## config.mk

```make
export PLATFORM = sky130hd
export DESIGN_NAME = pong_game_ctrl
export DESIGN_NICKNAME = d
export VERILOG_FILES = /design/src/rtl/pong_pkg.sv /design/src/rtl/btn_edge.sv /design/src/rtl/pong_game_ctrl.sv
export SDC_FILE = /design/constraint.sdc
export NUM_CORES = 1
export LEC_CHECK = 0
export ABC_CLOCK_PERIOD_IN_PS = 2400
export BUFFER_PORTS_ARGS = -buffer_cell sky130_fd_sc_hd__buf_2
export CORE_MARGIN = 10
export CORE_UTILIZATION = 50
export DETAILED_ROUTE_END_ITERATION = 10
export PLACE_DENSITY = 0.71
export RECOVER_POWER = 50
export SLEW_MARGIN = 0
export SYNTH_ARGS = -nofsm -noshare
export SYNTH_HDL_FRONTEND = slang
export SYNTH_SLANG_ARGS = --single-unit
```

## constraint.sdc

```tcl
create_clock -name sixtyhz_clk -period 2.4 [get_ports sixtyhz_clk]
set_clock_uncertainty 0.05 [all_clocks]
set_input_delay 0.24 -clock sixtyhz_clk [delete_from_list [all_inputs] [get_ports sixtyhz_clk]]
set_output_delay 0.24 -clock sixtyhz_clk [all_outputs]
set_load 0.01 [all_outputs]
```

## src/rtl/pong_pkg.sv

```systemverilog
// Shared pong definitions: match state encoding, ball start position, winner codes
// and small score/decode helpers used by the game sequencer and the ball block.
package pong_pkg;

    typedef enum logic [2:0] {
        ST_IDLE      = 3'd0,
        ST_SERVE     = 3'd1,
        ST_PLAY      = 3'd2,
        ST_PAUSED    = 3'd3,
        ST_POINT     = 3'd4,
        ST_GAME_OVER = 3'd5
    } pong_state_e;

    localparam logic [7:0] BALL_START_X = 8'd80;
    localparam logic [6:0] BALL_START_Y = 7'd75;

    localparam logic [1:0] WIN_NONE = 2'd0;
    localparam logic [1:0] WIN_P1   = 2'd1;
    localparam logic [1:0] WIN_P2   = 2'd2;

    // Scores stop at the winning score instead of wrapping.
    function automatic logic [3:0] sat_inc(input logic [3:0] score, input logic [3:0] limit);
        return (score < limit) ? (score + 4'd1) : score;
    endfunction

    function automatic logic hold_center(input pong_state_e s);
        logic hold;
        case (s)
            ST_PLAY:   hold = 1'b0;
            ST_PAUSED: hold = 1'b0;
            default:   hold = 1'b1;
        endcase
        return hold;
    endfunction

endpackage

```

## src/rtl/btn_edge.sv

```systemverilog
// Rising-edge detector for an already synchronised button level. History resets
// to 1 so a button held through reset does not register a press.
module btn_edge (
    input  logic clk,
    input  logic resetn,
    input  logic btn,
    output logic rise
);

    logic btn_d;
    logic btn_q;

    assign btn_d = btn;

    // Previous-frame button level.
    always_ff @(posedge clk) begin
        if (!resetn) begin
            btn_q <= 1'b1;
        end else begin
            btn_q <= btn_d;
        end
    end

    assign rise = btn & ~btn_q;

endmodule

```

## src/rtl/pong_game_ctrl.sv

```systemverilog
// Pong match sequencer on the 60 Hz frame clock: match FSM, serve/point timing,
// scores, serve direction and the ball run/hold controls.
module pong_game_ctrl
    import pong_pkg::*;
#(
    parameter logic [3:0] WIN_SCORE   = 4'd7,
    parameter logic [7:0] SERVE_DELAY = 8'd60,
    parameter logic [7:0] POINT_PAUSE = 8'd30
) (
    input  logic       sixtyhz_clk,
    input  logic       resetn,
    input  logic       start_btn,
    input  logic       pause_btn,
    input  logic       p1_point,
    input  logic       p2_point,
    output logic [2:0] state,
    output logic       ball_run,
    output logic       ball_hold_center,
    output logic       serve_dir_x,
    output logic [3:0] p1_score,
    output logic [3:0] p2_score,
    output logic [1:0] winner
);

    pong_state_e state_d, state_q;
    logic [7:0]  timer_d, timer_q;
    logic [3:0]  p1_score_d, p1_score_q;
    logic [3:0]  p2_score_d, p2_score_q;
    logic [1:0]  winner_d, winner_q;
    logic        serve_dir_d, serve_dir_q;
    logic        ball_run_q, ball_hold_q;
    logic        start_e, pause_e;

    btn_edge u_start_edge (
        .clk    (sixtyhz_clk),
        .resetn (resetn),
        .btn    (start_btn),
        .rise   (start_e)
    );

    btn_edge u_pause_edge (
        .clk    (sixtyhz_clk),
        .resetn (resetn),
        .btn    (pause_btn),
        .rise   (pause_e)
    );

    // Match FSM next-state, countdown timer, scores, winner and serve direction.
    always_comb begin
        state_d     = state_q;
        timer_d     = timer_q;
        p1_score_d  = p1_score_q;
        p2_score_d  = p2_score_q;
        winner_d    = winner_q;
        serve_dir_d = serve_dir_q;
        case (state_q)
            ST_IDLE, ST_GAME_OVER: begin
                if (start_e) begin
                    p1_score_d  = 4'd0;
                    p2_score_d  = 4'd0;
                    winner_d    = WIN_NONE;
                    serve_dir_d = 1'b0;
                    timer_d     = SERVE_DELAY - 8'd1;
                    state_d     = ST_SERVE;
                end else begin
                    state_d = state_q;
                end
            end
            ST_SERVE: begin
                if (timer_q == 8'd0) begin
                    state_d = ST_PLAY;
                end else begin
                    timer_d = timer_q - 8'd1;
                end
            end
            ST_PLAY: begin
                // Simultaneous point pulses cancel out; any point beats a pause press.
                if (p1_point && !p2_point) begin
                    p1_score_d  = sat_inc(p1_score_q, WIN_SCORE);
                    serve_dir_d = 1'b0;
                    timer_d     = POINT_PAUSE - 8'd1;
                    state_d     = ST_POINT;
                end else if (p2_point && !p1_point) begin
                    p2_score_d  = sat_inc(p2_score_q, WIN_SCORE);
                    serve_dir_d = 1'b1;
                    timer_d     = POINT_PAUSE - 8'd1;
                    state_d     = ST_POINT;
                end else if (!p1_point && !p2_point && pause_e) begin
                    state_d = ST_PAUSED;
                end else begin
                    state_d = ST_PLAY;
                end
            end
            ST_PAUSED: begin
                if (pause_e) begin
                    state_d = ST_PLAY;
                end else begin
                    state_d = ST_PAUSED;
                end
            end
            ST_POINT: begin
                if (timer_q != 8'd0) begin
                    timer_d = timer_q - 8'd1;
                end else if (p1_score_q == WIN_SCORE) begin
                    winner_d = WIN_P1;
                    state_d  = ST_GAME_OVER;
                end else if (p2_score_q == WIN_SCORE) begin
                    winner_d = WIN_P2;
                    state_d  = ST_GAME_OVER;
                end else begin
                    timer_d = SERVE_DELAY - 8'd1;
                    state_d = ST_SERVE;
                end
            end
            default: begin
                timer_d = 8'd0;
                state_d = ST_IDLE;
            end
        endcase
    end

    // State, counters and ball controls; controls are decoded from the next state
    // so they line up with the state register.
    always_ff @(posedge sixtyhz_clk) begin
        if (!resetn) begin
            state_q     <= ST_IDLE;
            timer_q     <= 8'd0;
            p1_score_q  <= 4'd0;
            p2_score_q  <= 4'd0;
            winner_q    <= WIN_NONE;
            serve_dir_q <= 1'b0;
            ball_run_q  <= 1'b0;
            ball_hold_q <= 1'b1;
        end else begin
            state_q     <= state_d;
            timer_q     <= timer_d;
            p1_score_q  <= p1_score_d;
            p2_score_q  <= p2_score_d;
            winner_q    <= winner_d;
            serve_dir_q <= serve_dir_d;
            ball_run_q  <= (state_d == ST_PLAY);
            ball_hold_q <= hold_center(state_d);
        end
    end

    assign state            = state_q;
    assign ball_run         = ball_run_q;
    assign ball_hold_center = ball_hold_q;
    assign serve_dir_x      = serve_dir_q;
    assign p1_score         = p1_score_q;
    assign p2_score         = p2_score_q;
    assign winner           = winner_q;

endmodule

```

==> impl_summary.log <==
[metrics] result of the run: finished clean
[metrics] worst r2r path cells: 5
[metrics] Sinks on Clock Net: 26
[metrics] DRT Wirelength: 3900 um
[metrics] remaining antenna violation count: 0
[metrics] DR pass1 iterations: 4
[metrics] initial antenna violation count: 0
[metrics] CP bufs+invs: 0
[metrics] Initial DRC Count: between 100 and 150
[metrics] CTS H-Tree Depth: 1
[metrics] Hold Path Stages: 2
[metrics] unrepaired setup endpoints after global routing: no
[metrics] area enclosed by the die boundary: between 5000 and 6000 sq um
[metrics] starting utilization of the core area: 53.3%
[metrics] leakage power of the design: around 0.65 nW
[metrics] Antenna Diode Count: 0
[metrics] Min-Delay Path Class: in2reg
[metrics] met2 usage: 26.2%
[metrics] # IOs: 22
[metrics] final hold violations: 0
[metrics] dominant synthesized flop cell: dfxtp_1
[metrics] chain of cells forming the critical path: nor4bb_1 -> a22oi_1 -> and4_1 -> o311ai_1 -> o21ai_1
[metrics] cell chosen for the clock root: clkbuf_4
[metrics] clock tree from TritonCTS: built
[metrics] Post-CTS Setup Inserts: 0
[metrics] cell family with the largest share of critical-path delay: simple AND/OR/NAND/NOR gates
[metrics] slew margin rel.: 54.9%
[metrics] clock insertion delay at the later pin of the skew report: 0.33 ns
[metrics] grt ovf: 0
[metrics] part of the power in combinational logic: between 20% and 30%
[metrics] gp weighted congestion: between 0.9 and 1
[metrics] Global Route met3 Usage: under 10%
[metrics] maximum vdd drop: 0.000383 V
[metrics] drc violations: 0
[metrics] routing usage on met1: between 10% and 20%
[metrics] count of pins over their slew limit: 0
[metrics] PwrDens: 578 nW/um^2
[metrics] final period demand of the worst path: approximately 2.2 ns
[metrics] Achievable Freq: 0.465 GHz
[metrics] arrival time worst endpoint: 2.32 ns
[metrics] vertical extent of the die: 74.9 um
[metrics] vias in the first global route: 1450
[metrics] net switching share of the total power: between 30 and 40%
[metrics] Area contributors post-synth: dfxtp_1, ha_1, a21oi_1
[metrics] Routed WL per cell: 16.4 um
[metrics] most used routing layer in global routing: met2
[metrics] horizontal die dimension: 74.9 um
[metrics] cells after synthesis: 182
[metrics] WHS Endpoint: u_pause_edge.btn_q
[metrics] library cell with the largest summed area after synthesis: dfxtp_1
[metrics] number of enable-type register cells in the synthesized netlist: 0
[metrics] Synth-to-Final Area Change: 11.6%
[metrics] setup TNS: 0 ns
[metrics] proportion of synthesized chip area in sequential cells: 34.6%
[metrics] relative contribution of sequential cells to total power: 50.0%
[metrics] Psw: 0.314 mW
[metrics] required time of the critical path: 2.57 ns
[metrics] Clock Power Share: 23.3%
[metrics] internal power summed over all cells: approximately 0.66 mW
[metrics] Critical Path Fanout Max: 15
[metrics] total of buffers placed on input and output ports: 21
[metrics] startpoint type of the worst setup path: register
[metrics] total power of the final layout: 0.972 mW
[metrics] overall track demand over capacity in global routing: 14.5%
[metrics] launching point of the worst reg2reg path: state[2]
[metrics] slowest CP cell: dfxtp_1
[metrics] most used standard cell by instance count after synthesis: dfxtp_1
[metrics] fraction of registers with async set/reset: 0%
[metrics] top cells by instance count after synthesis: dfxtp_1, nor2_1, a21oi_1
[metrics] number of standard-cell rows in the floorplan: 19
[metrics] Worst Setup End Kind: register
[metrics] final net count: between 200 and 250
[metrics] Slowest Stage Delay on Critical Path: 0.63 ns
[metrics] pin count of the biggest net entering global routing: 16
[metrics] layout cell share with drive strength beyond 1: about 9%
[metrics] category of the most critical setup path: reg2reg
[metrics] global-route wire length before repair: 6560 um
[metrics] nets in the synthesized netlist: ~200
[metrics] core outline area: 2830 sq um
[metrics] mean post-synth cell area: approximately 8.3 sq um
[metrics] total via count in the routed design: 1431
[metrics] CP Launch Point: state[2]
[metrics] number of max-cap violations: 0
[metrics] Hold-fix buffers, CTS: 0
[metrics] Avg Vias per Cell: ~6
[metrics] R2R Setup Slk: 0.25 ns
[metrics] number of distinct library cells after synthesis: 48
[metrics] worst hold path startpoint: pause_btn
[metrics] total number of yosys warnings: 0
[metrics] Inserted Clock Buffers: 3
[metrics] post-route fraction of the period consumed by the critical path: 89.7%
[metrics] Setup-failing EPs final: 0
[metrics] post-synthesis instance area: roughly 1500 sq um
[metrics] number of flip-flops and latches in the synthesized netlist: 26
[metrics] Clock transition at path regs: 0.14 ns
[metrics] area share of the largest cell type after synthesis: 34.6%
[metrics] detailed placement HPWL: 2980 um
[metrics] FF-to-FF End: timer_q[7]
[metrics] number of gates resized after cts: 0
[metrics] Worst Tran Pin Value: between 0.6 and 0.7 ns
[metrics] maximum root-to-sink buffer count: 2
## state kept, by name, indices dropped and copies added (netlist names)
register            cells
timer_q                 8
p1_score                4
p2_score                4
state                   3
winner                  2
ball_hold_center        1
ball_run                1
serve_dir_x             1
u_pause_edge.btn_q      1
u_start_edge.btn_q      1
## power groups by stage
stage	Clock, mW	Sequential (mW)	Combinational [mW]
finish	0.227	0.486	0.260
floorplan	0	0.484	0.185
global route	0.252	0.490	0.287
CTS	0.231	0.485	0.259
detailed placement	0	0.494	0.257
global placement	0	0.492	0.250
## worst register-to-register path, stage by stage (launching register included)
cell      delay (ns)
dfxtp_1         0.63
nor4bb_1        0.54
a22oi_1         0.22
and4_1          0.25
o311ai_1        0.24
o21ai_1         0.11
## per-stage QoR
stage	util (%)	setup WS (ns)	std cells	hold slack, ns	area (sq um)
floorplan	-	0.495	182	0.291	1510
global placement	58.9	0.427	234	0.392	1670
detailed placement	58.9	0.317	234	0.399	1670
CTS	60.2	0.314	238	0.0547	1700
global route	59.4	0.181	238	0.0471	1680
finish	59.4	0.247	238	0.0512	1680
## worst max-delay path by stage
| stage | end | slack, ns | cells past startpoint |
|---|---|---|---|
| CTS | timer_q[7] | 0.31 | 5 |
| floorplan | timer_q[7] | 0.49 | 5 |
| finish | timer_q[7] | 0.25 | 5 |
| global placement | timer_q[7] | 0.43 | 5 |
| global route | timer_q[7] | 0.18 | 5 |
| detailed placement | timer_q[7] | 0.32 | 5 |
## layout by cell type (no fill, tap or decap), types with 5 or more instances in the layout
cell type	count
dfxtp_1	26
clkbuf_1	17
nor2_1	16
a21oi_1	15
nand2_1	13
inv_1	10
nand2b_1	7
nand3_1	7
ha_1	7
a22oi_1	6
o21ai_0	6
nor3_1	5
buf_4	5
## routing by layer
metal	wire, um	share of wire, %	vias up
li1	-	-	719
met1	1720	44	669
met2	1950	50	39
met3	201	5.2	4
met4	34	0.87	0
met5	0	0	-
## kinds of logic after synthesis
| kind of cell | after synthesis | share of synthesized area [%] |
|---|---|---|
| AO/OA/AOI/OAI | 53 | 24.2 |
| XOR/XNOR | 6 | 3.49 |
| adder cells (fa/ha/maj) | 7 | 5.81 |
| buffers and inverters | 15 | 3.90 |
| flip-flops | 26 | 34.6 |
| multiplexers | 3 | 1.99 |
| AND/OR/NAND/NOR | 72 | 26.1 |
## area by class of cell
| class | instances | area, sq um |
|---|---|---|
| fillers | 261 | 1150 |
| multi-input cells | 141 | 927 |
| repair buffers | 26 | 121 |
| inverters | 10 | 37.5 |
| flip-flops and latches | 26 | 520 |
| clock buffers | 4 | 36.3 |
| well taps | 31 | 38.8 |
Note: power is estimated with default switching activity, not from simulation.
